$ cat src/rtl/dmem_arb_pkg.sv
// Shared definitions for the dual-core data memory arbiter:
// FSM state encoding and core identifiers.
package dmem_arb_pkg;

  typedef enum logic [1:0] {
    ST_IDLE = 2'd0,
    ST_BUSY = 2'd1,
    ST_DONE = 2'd2
  } state_t;

  localparam logic CORE0 = 1'b0;
  localparam logic CORE1 = 1'b1;

endpackage

$ cat src/rtl/dmem_arbiter_rr_arb2.sv
// Two-way round-robin pick. On a conflict the core named by prio wins;
// otherwise whichever core is requesting is chosen.
module rr_arb2
  import dmem_arb_pkg::*;
(
  input  logic req0,
  input  logic req1,
  input  logic prio,
  output logic grant_valid,
  output logic grant_id
);

  // Select the winning core from the current requests and priority
  always_comb begin
    grant_valid = req0 | req1;
    grant_id    = CORE0;
    if (req0 && req1) begin
      grant_id = prio;
    end else if (req1) begin
      grant_id = CORE1;
    end
  end

endmodule

$ cat src/rtl/dmem_arbiter.sv
// Shares one single-port data memory between two cores. A granted core's
// request is copied into registered memory-port outputs, held until the
// memory signals ready, then acknowledged with a one-cycle pulse. Load data
// is captured per core and held until that core's next load completes.
module dmem_arbiter
  import dmem_arb_pkg::*;
#(
  parameter int AW = 32,
  parameter int DW = 32
) (
  input  logic          clk_i,
  input  logic          rst_i,
  input  logic          req0,
  input  logic          we0,
  input  logic [AW-1:0] addr0,
  input  logic [DW-1:0] wdata0,
  output logic [DW-1:0] rdata0,
  output logic          ack0,
  output logic          stall0,
  input  logic          req1,
  input  logic          we1,
  input  logic [AW-1:0] addr1,
  input  logic [DW-1:0] wdata1,
  output logic [DW-1:0] rdata1,
  output logic          ack1,
  output logic          stall1,
  output logic          mem_req,
  output logic          mem_we,
  output logic [AW-1:0] mem_addr,
  output logic [DW-1:0] mem_wdata,
  input  logic [DW-1:0] mem_rdata,
  input  logic          mem_ready
);

  state_t state;
  logic   grant;
  logic   prio;
  logic   grant_valid;
  logic   grant_id;

  rr_arb2 u_rr_arb2 (
    .req0        (req0),
    .req1        (req1),
    .prio        (prio),
    .grant_valid (grant_valid),
    .grant_id    (grant_id)
  );

  // Stall a core while its request is outstanding and not yet acknowledged
  always_comb begin
    stall0 = req0 & ~ack0;
    stall1 = req1 & ~ack1;
  end

  // Arbitration FSM: grant in IDLE, wait for ready in BUSY, ack in DONE
  always_ff @(posedge clk_i or posedge rst_i) begin
    if (rst_i) begin
      state     <= ST_IDLE;
      grant     <= CORE0;
      prio      <= CORE0;
      mem_req   <= 1'b0;
      mem_we    <= 1'b0;
      mem_addr  <= '0;
      mem_wdata <= '0;
      ack0      <= 1'b0;
      ack1      <= 1'b0;
      rdata0    <= '0;
      rdata1    <= '0;
    end else begin
      // Acks are single-cycle pulses; only the BUSY exit raises one
      ack0 <= 1'b0;
      ack1 <= 1'b0;
      case (state)
        ST_IDLE: begin
          if (grant_valid) begin
            grant   <= grant_id;
            mem_req <= 1'b1;
            if (grant_id == CORE1) begin
              mem_we    <= we1;
              mem_addr  <= addr1;
              mem_wdata <= wdata1;
            end else begin
              mem_we    <= we0;
              mem_addr  <= addr0;
              mem_wdata <= wdata0;
            end
            state <= ST_BUSY;
          end
        end
        ST_BUSY: begin
          // Memory-port fields stay frozen until the memory completes
          if (mem_ready) begin
            mem_req <= 1'b0;
            if (grant == CORE1) begin
              ack1 <= 1'b1;
              if (!mem_we) rdata1 <= mem_rdata;
            end else begin
              ack0 <= 1'b1;
              if (!mem_we) rdata0 <= mem_rdata;
            end
            state <= ST_DONE;
          end
        end
        ST_DONE: begin
          // The acked core's request is still high here, so it is not
          // sampled; the other core gets priority next time.
          prio  <= ~grant;
          state <= ST_IDLE;
        end
        default: begin
          state <= ST_IDLE;
        end
      endcase
    end
  end

endmodule

$ cat config.mk
export PLATFORM = sky130hd
export DESIGN_NAME = dmem_arbiter
export DESIGN_NICKNAME = d
export VERILOG_FILES = /design/src/rtl/dmem_arb_pkg.sv /design/src/rtl/dmem_arbiter_rr_arb2.sv /design/src/rtl/dmem_arbiter.sv
export SDC_FILE = /design/constraint.sdc
export NUM_CORES = 1
export LEC_CHECK = 0
export ABC_AREA = 1
export BUFFER_PORTS_ARGS = -buffer_cell sky130_fd_sc_hd__buf_2
export CAP_MARGIN = 30
export CORE_MARGIN = 8
export CORE_UTILIZATION = 40
export CTS_BUF_LIST = sky130_fd_sc_hd__clkbuf_8 sky130_fd_sc_hd__clkbuf_16
export DETAILED_ROUTE_END_ITERATION = 6
export GPL_ROUTABILITY_DRIVEN = 0
export PLACE_DENSITY = 0.69
export RECOVER_POWER = 50
export SETUP_SLACK_MARGIN = 0.02
export SYNTH_ARGS = -nofsm -noshare
export SYNTH_HDL_FRONTEND = slang
export SYNTH_SLANG_ARGS = --single-unit
$ cat constraint.sdc
create_clock -name clk_i -period 6.15 [get_ports clk_i]
set_clock_uncertainty 0.05 [all_clocks]
set_input_delay 0.615 -clock clk_i [delete_from_list [all_inputs] [get_ports clk_i]]
set_output_delay 0.615 -clock clk_i [all_outputs]
set_load 0.01 [all_outputs]
==> results of run 1 <==
-- how the worst max path moves through the flow --
| stage | to | slack, ns | depth (start not counted) |
|---|---|---|---|
| 2_1_floorplan | ack0 | 1.85 | 1 |
| 3_3_place_gp | state[0] | 3.31 | 6 |
| 3_5_place_dp | grant | 3.57 | 8 |
| 4_1_cts | stall1 | 3.76 | 5 |
| 5_1_grt | rdata1[5] | 2.45 | 3 |
| 6_report | rdata1[5] | 3.04 | 3 |
-- registers in the layout, indices dropped and copies added, names as in the netlist --
| signal | count |
|---|---|
| grant | 1 |
| state | 2 |
| mem_we | 1 |
| rdata0 | 32 |
| mem_req | 1 |
| rdata1 | 32 |
| mem_addr | 32 |
| prio | 1 |
| mem_wdata | 32 |
| ack1 | 1 |
| ack0 | 1 |
-- critical path, stage by stage --
cell and delay [ns]:
buf_2 0.10, clkinvlp_2 1.79, buf_4 0.91
-- through the flow --
step	instance area, um^2	power [W]	hold slack, ns	instances
2_1_floorplan	6430	0.00249	0.428	867
3_3_place_gp	8040	0.00319	0.399	1341
3_5_place_dp	8100	0.00325	0.404	1344
4_1_cts	8690	0.00426	0.285	1376
5_1_grt	8560	0.00445	0.367	1376
6_report	8560	0.00413	0.372	1376
-- per-layer routing --
metal,wire length (um),vias up,global-route usage (%),share of wire (%)
li1,-,3170,-,-
met1,8520,2919,24.0,41
met2,9690,283,32.9,47
met3,1990,24,6.68,9.7
met4,354,0,6.99,1.7
met5,0,-,0,0
-- layout by cell type, fill, tap and decap left out --
cell | synthesis | final
nand2_2 | 0 | 2
inv_2 | 2 | 1
nor3_4 | 0 | 1
clkinv_1 | 0 | 1
clkinv_4 | 0 | 1
buf_12 | 0 | 2
inv_6 | 0 | 1
nand3_1 | 162 | 162
dfrtp_1 | 136 | 136
inv_1 | 138 | 139
clkbuf_16 | 0 | 17
bufinv_16 | 0 | 2
clkinvlp_2 | 0 | 1
a21oi_1 | 1 | 1
a31oi_1 | 1 | 1
buf_16 | 0 | 1
nor2_4 | 0 | 1
nand2_1 | 365 | 363
buf_2 | 32 | 203
clkbuf_8 | 0 | 2
buf_4 | 5 | 7
clkbuf_1 | 13 | 98
nor2_1 | 7 | 6
clkinvlp_4 | 0 | 4
o21ai_0 | 2 | 2
nor2_2 | 2 | 2
clkinv_2 | 0 | 3
-- power by group through the flow --
stage	Combinational [W]	Clock, W	Sequential, W
after detailed placement	0.00169	0	0.00156
after floorplan	0.000754	0	0.00174
final	0.00157	0.000989	0.00157
after global routing	0.00178	0.00105	0.00163
after global placement	0.00162	0	0.00157
after CTS	0.00168	0.00102	0.00156
-- layout make-up --
class	instances	area, um^2	area share (%)
Clock buffer	19	453	5.29
Tap cell	216	270	3.16
Clock inverter	13	130	1.52
Multi-Input combinational cell	541	2270	26.5
Inverter	140	527	6.16
Sequential cell	136	3400	39.8
Timing Repair Buffer	311	1500	17.6
-- cell families after synthesis --
group,share of synthesized area [%]
buf+inv,12.0
compound gates,0.331
flops,53.0
simple gates,34.7
==> impl_metrics.toml, run 1 <==
[clocking]
cts_buffers = 17
cts_resized = 0
cts_setup_buffers = 0
cts.path.max_buffers = 2
htree_levels = 4
holdBufCountCts = 0
clock_latency_ns = 0.40
clock-sinks = 136
clkSlewWorstSetupHoldPaths_ns = 0.06
cts_tree = "done"
cts-root-buf = "clkbuf_16"

[timing]
max_slew_margin_pct = -114
tns_ns = 0
finalSetupViolations = 0
slew_viol_final = 105
clock.fmax_mhz = 322
grt_setup_unrepaired = "false"
worst_slack_ns = 3.04
worst_pin_slew_ns = 3.19
fin_crit_ns = 3.11
period_share_pct = 50.6
final-hold-violation-count = 0

[status]
violations = "max-capacitance violations, max-slew violations"
status = "finished with violations"

[synth]
syn_inst = 867
yosysWarnings = 0
synthFlopType = "dfrtp_1"
yosysMostFrequentCell = "nand2_1"
synth_edf_count = 0
synth_top_cells_by_count = "nand2_1, nand3_1, inv_1, dfrtp_1, buf_2"
ys_ff_latch = 136
synth_top_area_share_pct = 53.0
syn_avg_cell_area_um2 = 7.41
synthesis.nets = 1034
yosysTopAreaCell = "dfrtp_1"
yosysUniqueCellTypes = 14
seq_area_frac_synth_pct = 53.0
ys_async_sr_fraction_pct = 100
synthTopCellsByArea = "dfrtp_1, nand2_1, nand3_1"
syn_area_um2 = 6430

[critical_path]
r2r-end = "rdata1[29]"
crit_required_ns = 6.52
crit_arrival_ns = 3.48
r2r_setup_slack_ns = 3.82
start_kind = "input port"
r2r_start = "state[1]"
crit_type = "in -> async"
crit_fanout = 71
worstSetupStartpoint = "rst_i"
endpoint_kind = "asynchronous set/reset pin"
ff2ff_path_depth = 7

[min_path]
min_path_type = "in -> reg"
hold_depth = 3
min_to = "rdata1[12]"
holdCritStartpoint = "mem_rdata[12]"

[global_route]
grt_max_degree = 72
grt_pass1_wl_um = 32300
antenna_found_initial = 0
grt_pass1_vias = 6421
gr-usage-all-layers_pct = 20.0
gr-total-overflow = 0

[route]
dr.pass1.iters = 4
viasPerCell = 4.65
drc = 0
vias = 6396
detail_route.iter0.violations = 305
antenna_left = 0
routed_wirelength_um = 20600
routedWlPerCell_um = 14.9

[power_and_ir_drop]
comb_power_share_pct = 37.9
p_sw_share_pct = 40.2
power_switching_w = 0.00166
p_per_area_nw_per_um2 = 482
p_seq_share_pct = 38.1
clkPwrFrac_pct = 24.0
power.internal_w = 0.00247
power.leakage_nw = 5.11
ir_drop_mv = 0.198

[place]
hpwl_um = 15100
dp_slack_ns = 3.57
port_buffers = 300

[floorplanning]
die_y_um = 143
core-area_um2 = 15800
die_width_um = 143
rows = 46
ios = 301
dieArea_um2 = 20400
initial_core_util_pct = 40.7

[layout]
final_nets = 1314
final_util_pct = 54.3
nFillCells = 1611
antenna-diode-count = 0
area_growth_pct = 33.2
drive_gt1_share_pct = 21.6

[job]
cap_violations = 2
(Power assumes the default switching activity.)
==> run 2, diff against run 1 <==
--- a/config.mk
+++ b/config.mk
@@ -5,7 +5,7 @@
 export SDC_FILE = /design/constraint.sdc
 export NUM_CORES = 1
 export LEC_CHECK = 0
-export ABC_AREA = 1
+export ABC_AREA = 0
 export BUFFER_PORTS_ARGS = -buffer_cell sky130_fd_sc_hd__buf_2
 export CAP_MARGIN = 30
 export CORE_MARGIN = 8
@@ -13,7 +13,7 @@
 export CTS_BUF_LIST = sky130_fd_sc_hd__clkbuf_8 sky130_fd_sc_hd__clkbuf_16
 export DETAILED_ROUTE_END_ITERATION = 6
 export GPL_ROUTABILITY_DRIVEN = 0
-export PLACE_DENSITY = 0.69
+export PLACE_DENSITY = 0.73
 export RECOVER_POWER = 50
 export SETUP_SLACK_MARGIN = 0.02
 export SYNTH_ARGS = -nofsm -noshare
==> constraint.sdc (replaced) <==
create_clock -name clk_i -period 2.5 [get_ports clk_i]
set_clock_uncertainty 0.05 [all_clocks]
set_input_delay 0.25 -clock clk_i [delete_from_list [all_inputs] [get_ports clk_i]]
set_output_delay 0.25 -clock clk_i [all_outputs]
set_load 0.01 [all_outputs]
==> run 2 against run 1 <==
The flow now finishes without violations. Flip-flop and latch count stayed put. Register-to-register slack worse by 3.4 ns. Non-clock buffer count is 6 higher. Total power grew to 2.6 times the previous value. Critical endpoint is now rdata1[11].
==> impl_metrics.toml, run 2 <==
[synth]
synthesis.nets = 710
synth_top_cells_by_count = "dfrtp_1, o21ai_0, nand3_1, a21oi_1, a31oi_1"
synth_top_family_by_area = "compound AO/OA/AOI/OAI gates"
synth_top_area_share_pct = 56.5
yosysMostFrequentCell = "dfrtp_1"
synthMuxAreaShare_pct = 13.8
ys_ff_latch = 136
ys_async_sr_fraction_pct = 100
synthAdderAreaFrac_pct = 0
synthSimpleGateAreaFrac_pct = 7.31
yosysUniqueCellTypes = 23
synthFlopType = "dfrtp_1"
synth_compound_area_share_pct = 17.8
syn_inst = 543
syn_avg_cell_area_um2 = 11.1
synthTopCellsByArea = "dfrtp_1, mux2_4, a31oi_1"
yosysTopAreaCell = "dfrtp_1"
seq_area_frac_synth_pct = 56.5
yosysWarnings = 0
synth_edf_count = 0
synthXorXnorAreaFrac_pct = 0
syn_area_um2 = 6020

[critical_path]
start_kind = "flop"
r2r_start = "state[1]"
ff2ff_path_depth = 4
endpoint_kind = "flop"
r2r_setup_slack_ns = 0.41
crit_arrival_ns = 2.32
crit_required_ns = 2.74
crit_type = "reg -> reg"
cp-endpoint = "rdata1[11]"
crit_fanout = 32
r2r-end = "rdata1[11]"
worstSetupStartpoint = "state[1]"

[floorplanning]
die_y_um = 139
core-area_um2 = 15000
initial_core_util_pct = 40.2
die_width_um = 139
rows = 45
dieArea_um2 = 19200
ios = 301

[clocking]
cts_setup_buffers = 0
clock_latency_ns = 0.41
holdBufCountCts = 1
cts-root-buf = "clkbuf_16"
cts_resized = 0
clock-sinks = 136
cts_tree = "done"
clkSlewWorstSetupHoldPaths_ns = 0.06
cts.path.max_buffers = 2
cts_buffers = 17
htree_levels = 4

[route]
routedWlPerCell_um = 19.4
viasPerCell = 5.34
drc = 0
detail_route.iter0.violations = 278
antenna_left = 0
vias = 5476
routed_wirelength_um = 19800
dr.pass1.iters = 7

[global_route]
gr-total-overflow = 0
grt_max_degree = 68
gr-usage-all-layers_pct = 20.3
antenna_found_initial = 2
grt_pass1_vias = 5918
grt_pass1_wl_um = 31800

[power_and_ir_drop]
total_power_w = 0.0106
ir_drop_mv = 0.514
power.leakage_nw = 3.83
p_per_area_nw_per_um2 = 1290

[layout]
final_nets = 989
nFillCells = 1388
mostFrequentLayoutCell = "buf_2"
final_cell_mix = "buf_2, dfrtp_1, o21ai_0, nand3_1"
multi_input_area_um2 = 2360
register_area_um2 = 3400
drive_gt1_share_pct = 42.5
area_growth_pct = 36.4

[min_path]
min_path_type = "in -> reg"

[timing]
period_share_pct = 83.4
fin_crit_ns = 2.09
tns_ns = 0
max_slew_margin_pct = 35.1
final-hold-violation-count = 0
clock.fmax_mhz = 479
worst_pin_slew_ns = 0.974
slew_viol_final = 0
grt_setup_unrepaired = "false"
finalSetupViolations = 0

[place]
hpwl_um = 14100
port_buffers = 300

[job]
cap_violations = 0

[status]
status = "complete, no violations"
## run 2: cell types whose count changed in the layout (fill, tap and decap cells not counted), moves of 34 or more
cell,before,now
a31oi_1,1,65
o21ai_0,2,68
nand2_1,363,4
a21oi_1,1,65
inv_1,139,2
buf_2,203,237
nand3_1,162,66
clkbuf_1,98,64
## run 2: through the flow
stage / utilization (%) / instances / hold WS, ns / setup slack (ns) / cell area (um^2)
2_1_floorplan: - / 543 / 0.307 / 0.507 / 6030
3_3_place_gp: 51.3 / 990 / 0.181 / 0.556 / 7690
3_5_place_dp: 51.3 / 990 / 0.187 / 0.579 / 7690
4_1_cts: 55.5 / 1023 / 0.0153 / 0.568 / 8310
5_1_grt: 54.9 / 1025 / 0.00326 / 0.352 / 8220
6_report: 54.9 / 1025 / 0.00806 / 0.414 / 8220
## run 2: worst min path at each step
stage / from / endpoint / cells past startpoint
2_1_floorplan: mem_ready / state[0] / 1
3_3_place_gp: rst_i / rdata0[28] / 2
3_5_place_dp: rst_i / rdata0[28] / 2
4_1_cts: mem_rdata[3] / rdata1[3] / 2
5_1_grt: mem_ready / state[0] / 2
6_report: mem_ready / state[0] / 2
## run 2: logic make-up (layout without fill, tap and decap cells)
| family | Yosys count | after routing |
|---|---|---|
| compound gates | 198 | 198 |
| buf+inv | 61 | 353 |
| flops | 136 | 136 |
| mux | 64 | 64 |
| other cells | 0 | 2 |
| simple gates | 84 | 84 |
## run 2: worst max-delay path: stages, from the launching register on
cell and delay (ns):
dfrtp_1 0.43, nand3b_1 0.31, or3_2 0.46, buf_4 0.32, mux2_4 0.37
## run 2: final cells by class
type / count / share of cell area (%)
multi-input cells: 346 / 28.7
flip-flops and latches: 136 / 41.4
clock inverters: 14 / 2.10
clock buffers: 18 / 5.35
repair buffers: 317 / 19.3
well taps: 188 / 2.86
inverters: 4 / 0.198
diodes: 2 / 0.0609
## run 2: metal layers
layer  global-route usage [%]  share of wire (%)  vias to the layer above
li1                         -                  -                     2559
met1                     23.7                 41                     2632
met2                     33.2                 48                      267
met3                     9.36                9.8                       18
met4                     5.31                1.3                        0
met5                        0                  0                        -
## run 2: power by group
group | total (W) | switching, W | internal (W)
Sequential | 0.00392 | 0.000627 | 0.00329
Combinational | 0.00407 | 0.00231 | 0.00177
Clock | 0.00258 | 0.000973 | 0.00160
